## src/rtl/reaction_duel_controller.sv

```systemverilog
// reaction_duel_controller
// Round sequencer and arbiter for the two-player reaction game. It produces a
// pseudo-random pre-GO delay, drives the GO LED, decides who reacted first,
// flags false starts, ties and timeouts, and keeps score up to the match limit.
//
// state      | meaning
// -----------+-----------------------------------------------------------
// S_IDLE     | after reset, waiting for the first start edge
// S_ARM      | LED off, counting down the random delay; any press is early
// S_GO       | LED on, counting ms; the first press wins the round
// S_RESULT   | round outcome displayed; start edge begins the next round
// S_MATCH    | a player reached the point limit; start edge begins a new match
module reaction_duel_controller #(
  parameter int unsigned TICK_DIV      = 100000,
  parameter int unsigned MIN_DELAY_MS  = 1000,
  parameter int unsigned DELAY_MASK    = 2047,
  parameter int unsigned TIMEOUT_MS    = 9999,
  parameter int unsigned ROUNDS_TO_WIN = 3,
  parameter logic [15:0] LFSR_SEED     = 16'hACE1
) (
  input  logic        clk_i,
  input  logic        rst_i,
  input  logic        start_btn_i,
  input  logic        p1_btn_i,
  input  logic        p2_btn_i,
  output logic        led_o,
  output logic [2:0]  state_o,
  output logic [1:0]  winner_o,
  output logic        false_start_o,
  output logic [13:0] react_time_o,
  output logic [2:0]  score_p1_o,
  output logic [2:0]  score_p2_o,
  output logic        round_done_o,
  output logic        match_over_o
);

  localparam int PW = (TICK_DIV > 1) ? $clog2(TICK_DIV) : 1;
  localparam logic [2:0]  WIN_PTS  = 3'(ROUNDS_TO_WIN);
  localparam logic [13:0] TMO      = 14'(TIMEOUT_MS);
  localparam logic [15:0] MIN_DLY  = 16'(MIN_DELAY_MS);
  localparam logic [15:0] DLY_MASK = 16'(DELAY_MASK);
  localparam logic [15:0] LFSR_TAPS = 16'hB400;

  typedef enum logic [2:0] {
    S_IDLE   = 3'd0,
    S_ARM    = 3'd1,
    S_GO     = 3'd2,
    S_RESULT = 3'd3,
    S_MATCH  = 3'd4
  } state_t;

  state_t        state_q;
  logic [2:0]    sync1_q, sync2_q, sync3_q, edge_q;
  logic [15:0]   lfsr_q;
  logic [PW-1:0] presc_q;
  logic [15:0]   delay_q;
  logic [13:0]   ms_q;
  logic          led_q;
  logic [1:0]    winner_q;
  logic          false_start_q;
  logic [13:0]   react_time_q;
  logic [2:0]    score_p1_q, score_p2_q;
  logic          round_done_q;
  logic          match_over_q;

  logic          tick;
  logic          start_edge, p1_edge, p2_edge;
  logic [15:0]   delay_load;

  assign tick       = (presc_q == PW'(TICK_DIV - 1));
  assign start_edge = edge_q[0];
  assign p1_edge    = edge_q[1];
  assign p2_edge    = edge_q[2];
  assign delay_load = MIN_DLY + (lfsr_q & DLY_MASK);

  // Two-flop synchroniser plus registered rising-edge pulse for each button.
  always_ff @(posedge clk_i) begin
    if (rst_i) begin
      sync1_q <= '0;
      sync2_q <= '0;
      sync3_q <= '0;
      edge_q  <= '0;
    end else begin
      sync1_q <= {p2_btn_i, p1_btn_i, start_btn_i};
      sync2_q <= sync1_q;
      sync3_q <= sync2_q;
      edge_q  <= sync2_q & ~sync3_q;
    end
  end

  // Free-running 16-bit Galois LFSR, x^16+x^14+x^13+x^11+1.
  always_ff @(posedge clk_i) begin
    if (rst_i) begin
      lfsr_q <= LFSR_SEED;
    end else begin
      lfsr_q <= {1'b0, lfsr_q[15:1]} ^ (lfsr_q[0] ? LFSR_TAPS : 16'h0000);
    end
  end

  // Round FSM with ms prescaler, delay/ms counters and all registered outputs.
  always_ff @(posedge clk_i) begin
    if (rst_i) begin
      state_q       <= S_IDLE;
      presc_q       <= '0;
      delay_q       <= '0;
      ms_q          <= '0;
      led_q         <= 1'b0;
      winner_q      <= 2'd0;
      false_start_q <= 1'b0;
      react_time_q  <= '0;
      score_p1_q    <= '0;
      score_p2_q    <= '0;
      round_done_q  <= 1'b0;
      match_over_q  <= 1'b0;
    end else begin
      round_done_q <= 1'b0;
      presc_q      <= tick ? '0 : presc_q + PW'(1);
      case (state_q)
        S_IDLE: begin
          if (start_edge) begin
            state_q <= S_ARM;
            delay_q <= delay_load;
            presc_q <= '0;
          end
        end

        S_ARM: begin
          if (p1_edge || p2_edge) begin
            // Early press: the other player takes the point, both early is void.
            state_q       <= S_RESULT;
            round_done_q  <= 1'b1;
            false_start_q <= 1'b1;
            react_time_q  <= '0;
            if (p1_edge && p2_edge) begin
              winner_q <= 2'd3;
            end else if (p1_edge) begin
              winner_q <= 2'd2;
              if (score_p2_q < WIN_PTS) score_p2_q <= score_p2_q + 3'd1;
            end else begin
              winner_q <= 2'd1;
              if (score_p1_q < WIN_PTS) score_p1_q <= score_p1_q + 3'd1;
            end
          end else if (tick) begin
            if (delay_q == 16'd0) begin
              state_q <= S_GO;
              led_q   <= 1'b1;
              ms_q    <= '0;
              presc_q <= '0;
            end else begin
              delay_q <= delay_q - 16'd1;
            end
          end
        end

        S_GO: begin
          if (p1_edge || p2_edge) begin
            state_q       <= S_RESULT;
            led_q         <= 1'b0;
            round_done_q  <= 1'b1;
            false_start_q <= 1'b0;
            react_time_q  <= ms_q;
            if (p1_edge && p2_edge) begin
              winner_q <= 2'd3;
            end else if (p1_edge) begin
              winner_q <= 2'd1;
              if (score_p1_q < WIN_PTS) score_p1_q <= score_p1_q + 3'd1;
            end else begin
              winner_q <= 2'd2;
              if (score_p2_q < WIN_PTS) score_p2_q <= score_p2_q + 3'd1;
            end
          end else if (ms_q >= TMO) begin
            state_q       <= S_RESULT;
            led_q         <= 1'b0;
            round_done_q  <= 1'b1;
            false_start_q <= 1'b0;
            react_time_q  <= TMO;
            winner_q      <= 2'd0;
          end else if (tick) begin
            ms_q <= ms_q + 14'd1;
          end
        end

        S_RESULT: begin
          led_q <= 1'b0;
          if (score_p1_q == WIN_PTS || score_p2_q == WIN_PTS) begin
            state_q      <= S_MATCH;
            match_over_q <= 1'b1;
            winner_q     <= (score_p1_q == WIN_PTS) ? 2'd1 : 2'd2;
          end else if (start_edge) begin
            state_q <= S_ARM;
            delay_q <= delay_load;
            presc_q <= '0;
          end
        end

        S_MATCH: begin
          if (start_edge) begin
            state_q       <= S_ARM;
            match_over_q  <= 1'b0;
            score_p1_q    <= '0;
            score_p2_q    <= '0;
            winner_q      <= 2'd0;
            false_start_q <= 1'b0;
            react_time_q  <= '0;
            delay_q       <= delay_load;
            presc_q       <= '0;
          end
        end

        default: begin
          state_q <= S_IDLE;
          led_q   <= 1'b0;
        end
      endcase
    end
  end

  assign led_o         = led_q;
  assign state_o       = state_q;
  assign winner_o      = winner_q;
  assign false_start_o = false_start_q;
  assign react_time_o  = react_time_q;
  assign score_p1_o    = score_p1_q;
  assign score_p2_o    = score_p2_q;
  assign round_done_o  = round_done_q;
  assign match_over_o  = match_over_q;

endmodule

```

## config.mk

```make
export PLATFORM = sky130hd
export DESIGN_NAME = reaction_duel_controller
export DESIGN_NICKNAME = d
export VERILOG_FILES = /design/src/rtl/reaction_duel_controller.sv
export SDC_FILE = /design/constraint.sdc
export NUM_CORES = 1
export LEC_CHECK = 0
export CAP_MARGIN = 5
export CORE_MARGIN = 3
export CORE_UTILIZATION = 63
export DETAILED_ROUTE_END_ITERATION = 6
export PLACE_DENSITY = 0.85
export SYNTH_ARGS = -nofsm -noshare
export SYNTH_HDL_FRONTEND = slang
export SYNTH_SLANG_ARGS = --single-unit
```

## constraint.sdc

```tcl
create_clock -name clk_i -period 4.6 [get_ports clk_i]
set_input_delay 0.92 -clock clk_i [delete_from_list [all_inputs] [get_ports clk_i]]
set_output_delay 0.92 -clock clk_i [all_outputs]
set_load 0.005 [all_outputs]
```

==> out/metrics.cfg <==
[power_and_ir_drop]
ir_drop_uv = 235
powerDensity_mw_per_mm2 = 451
p_leak_nw = 1.91

[synthesis]
ys_types = 66
netlist_instances = 551
synthSimpleGateAreaFrac_pct = 26.8
synth_top_cells_by_count = 104 x dfxtp_1, 69 x nor2_1, 42 x nand2_1
syn_avg_cell_area_sq_um = 8.69
synthAdderAreaFrac_pct = 2.35
synthArstFlopShare_pct = 0
ys_seq_area_share_pct = 43.5
synth-seq-cells = 104
synthFlopType = dfxtp_1
syn_area_sq_mm = 0.00479
synthXorXnorAreaFrac_pct = 5.49
synthMuxAreaShare_pct = 1.07
synth_compound_area_share_pct = 17.7
ys_warn_count = 0
syn_nets = 565
synth_top_area_share_pct = 43.5
synth-edff-count = 0
synth_top_cell_by_area = dfxtp_1
ys_top_cells_by_area = dfxtp_1 43%, nor2_1 5.4%, a21oi_1 3.9%, nand2_1 3.3%, xor2_1 3.1%
yosys.cell_count.top_type = dfxtp_1
synth_top_family_by_area = simple AND/OR/NAND/NOR gates

[timing]
max_freq_mhz = 367
fin_tns_setup_ps = 0
setup_violations = 0
tightest_slew_ps = 1060
setup_slack_ps = 1870
maxSlewHeadroom_pct = 28.7
drv_slew = 0
rsz0062_at_grt = no
hold_violations = 0
fin_crit_sh_pct = 59.3
timing.final.crit_period_ps = 2730
fin_skew_ps = 7.80

[drt]
routedWlPerCell_um = 14.8
dr.pass1.iters = 5
vias_per_cell = 5.99
routed_wl_mm = 9.97
vias = 4035
drc_errors = 0
drt_iter0_drc = 234
final_antenna_net_count = 0

[clock_tree]
clk_path_buf_depth = 2
cts_num_sinks = 104
tritoncts = built
cts_buffers = 9
cts_setup_buffers = 0
cts.clk_slew.worst_paths_ps = 90
cts-root-buf = clkbuf_8
clk_latency_ps = 360
post_cts_resized = 0
hold_buffers = 0
cts-htree-levels = 3

[worst_setup_path]
cpPeakStageDelay_ps = 750
cp_slowest_cell = nor2_1
crit_buf_inv = 0
cp.arrival_ps = 3010
cp_max_fo = 13
path_class = reg2reg
crit_path_start_kind = flip-flop
worst-endpoint-required_ps = 4880
worstPathCellList = ha_1 -> ha_1 -> nor2_1 -> a31oi_1 -> o22a_1 -> nor2_1 -> o21ai_0 -> a21oi_1
critPathTopFamily = simple AND/OR/NAND/NOR gates
endpoint_kind = flip-flop

[final_layout]
drive_above_1_share_pct = 7.48
diodes = 0
nets = 584
area_growth_syn_to_layout_pct = 11.2
final_util_pct = 72.6

[global_route]
grt-ovfl-total = 0
antenna_found_initial = 0
grt_pass1_vias = 3817
grt_util_all_layers_pct = 24.6
grt_max_degree = 55
grt_pass1_wl_mm = 17.5

[placement]
dp_worst_setup_slack_ps = 1560
portBuffers = 33
dp_hpwl_mm = 6.98
place_congestion = 0.918

[job]
drv_cap = 0

[floorplanning]
die-height_um = 93.2
core-area_sq_mm = 0.00733
io-pin-count = 34
die_w_um = 93.2
rows = 31
die_area_sq_mm = 0.00868
initial_core_util_pct = 65.3

[min_path]
holdCritPathClass = reg2reg

[status]
status = finished, final reports clean

-- cells in the final DEF (no fill, tap or decap), drive strengths merged, types with 4 or more instances in the layout --
cell type and count:
a21oi 38, a22o 7, and2 5, and3 7
clkbuf 12, clkdlybuf4s50 32, dfxtp 104, ha 9
inv 12, mux2i 4, nand2 42, nand2b 7
nand3 16, nand3b 5, nand4 7, nor2 70
nor2b 20, nor3 14, nor4 7, nor4b 4
o211ai 7, o21a 4, o21ai 27, o2bb2ai 8
o31ai 8, or2 10, or3 10, or4 4
xnor2 13, xor2 17
-- kinds of logic (layout without fill, tap and decap cells) --
family / Yosys count / count (layout)
simple gates: 238 / 238
mux: 5 / 5
flops: 104 / 104
xor+xnor: 30 / 30
compound gates: 128 / 128
fa+ha+maj: 9 / 9
buf+inv: 37 / 61
-- sequential cells by signal, summed over array words and instances (netlist names), 14 cells and up --
name,flops
ms_q,14
react_time_o,14
delay_q,16
presc_q,17
lfsr_q,16
-- layer usage --
metal	up-vias	global-route usage, %	share of wire [%]
met5	-	0	0
met3	10	5.55	4.8
li1	2002	-	-
met1	1912	32.6	45
met2	111	39.8	49
met4	0	7.69	1.3
-- worst paths after layout --
kind	endpoint	from	slack, ps	cells after the start
max reg2reg	delay_q[3]	score_p1_o[0]	1870	8
min	edge_q[0]	sync3_q[0]	380	1
min reg2reg	edge_q[0]	sync3_q[0]	380	1
max	delay_q[3]	score_p1_o[0]	1870	8
-- through the flow --
| stage | total power, mW | std cells | hold WS, ps | cell area, sq um |
|---|---|---|---|---|
| after CTS | 2.40 | 674 | 388 | 5320 |
| after global routing | 2.57 | 674 | 406 | 5320 |
| after detailed placement | 1.88 | 658 | 374 | 5140 |
| after floorplan | 1.69 | 551 | 367 | 4790 |
| after global placement | 1.85 | 658 | 371 | 5140 |
| final | 2.40 | 674 | 384 | 5320 |
-- cell type report --
class                      instances  area, sq um
multi-input combinational        410         2560
sequential                       104         2080
fill                             535         2010
timing repair buffer              34          333
clock buffer                      12          155
tap                               99          124
inverter                          11         41.3
clock inverter                     4         27.5
-- where the power goes --
group	switching (mW)	internal [mW]
logic	0.513	0.306
registers	0.0957	0.966
clock network	0.293	0.228
-- worst reg2reg max path, delay by kind of cell, from the launching register on --
kind | cells | cell delay [ps]
AOI/OAI and AO/OA | 4 | 820
and+or+nand+nor | 2 | 1030
DFF | 1 | 350
adders and majority gates | 2 | 450
(Power assumes the default switching activity.)
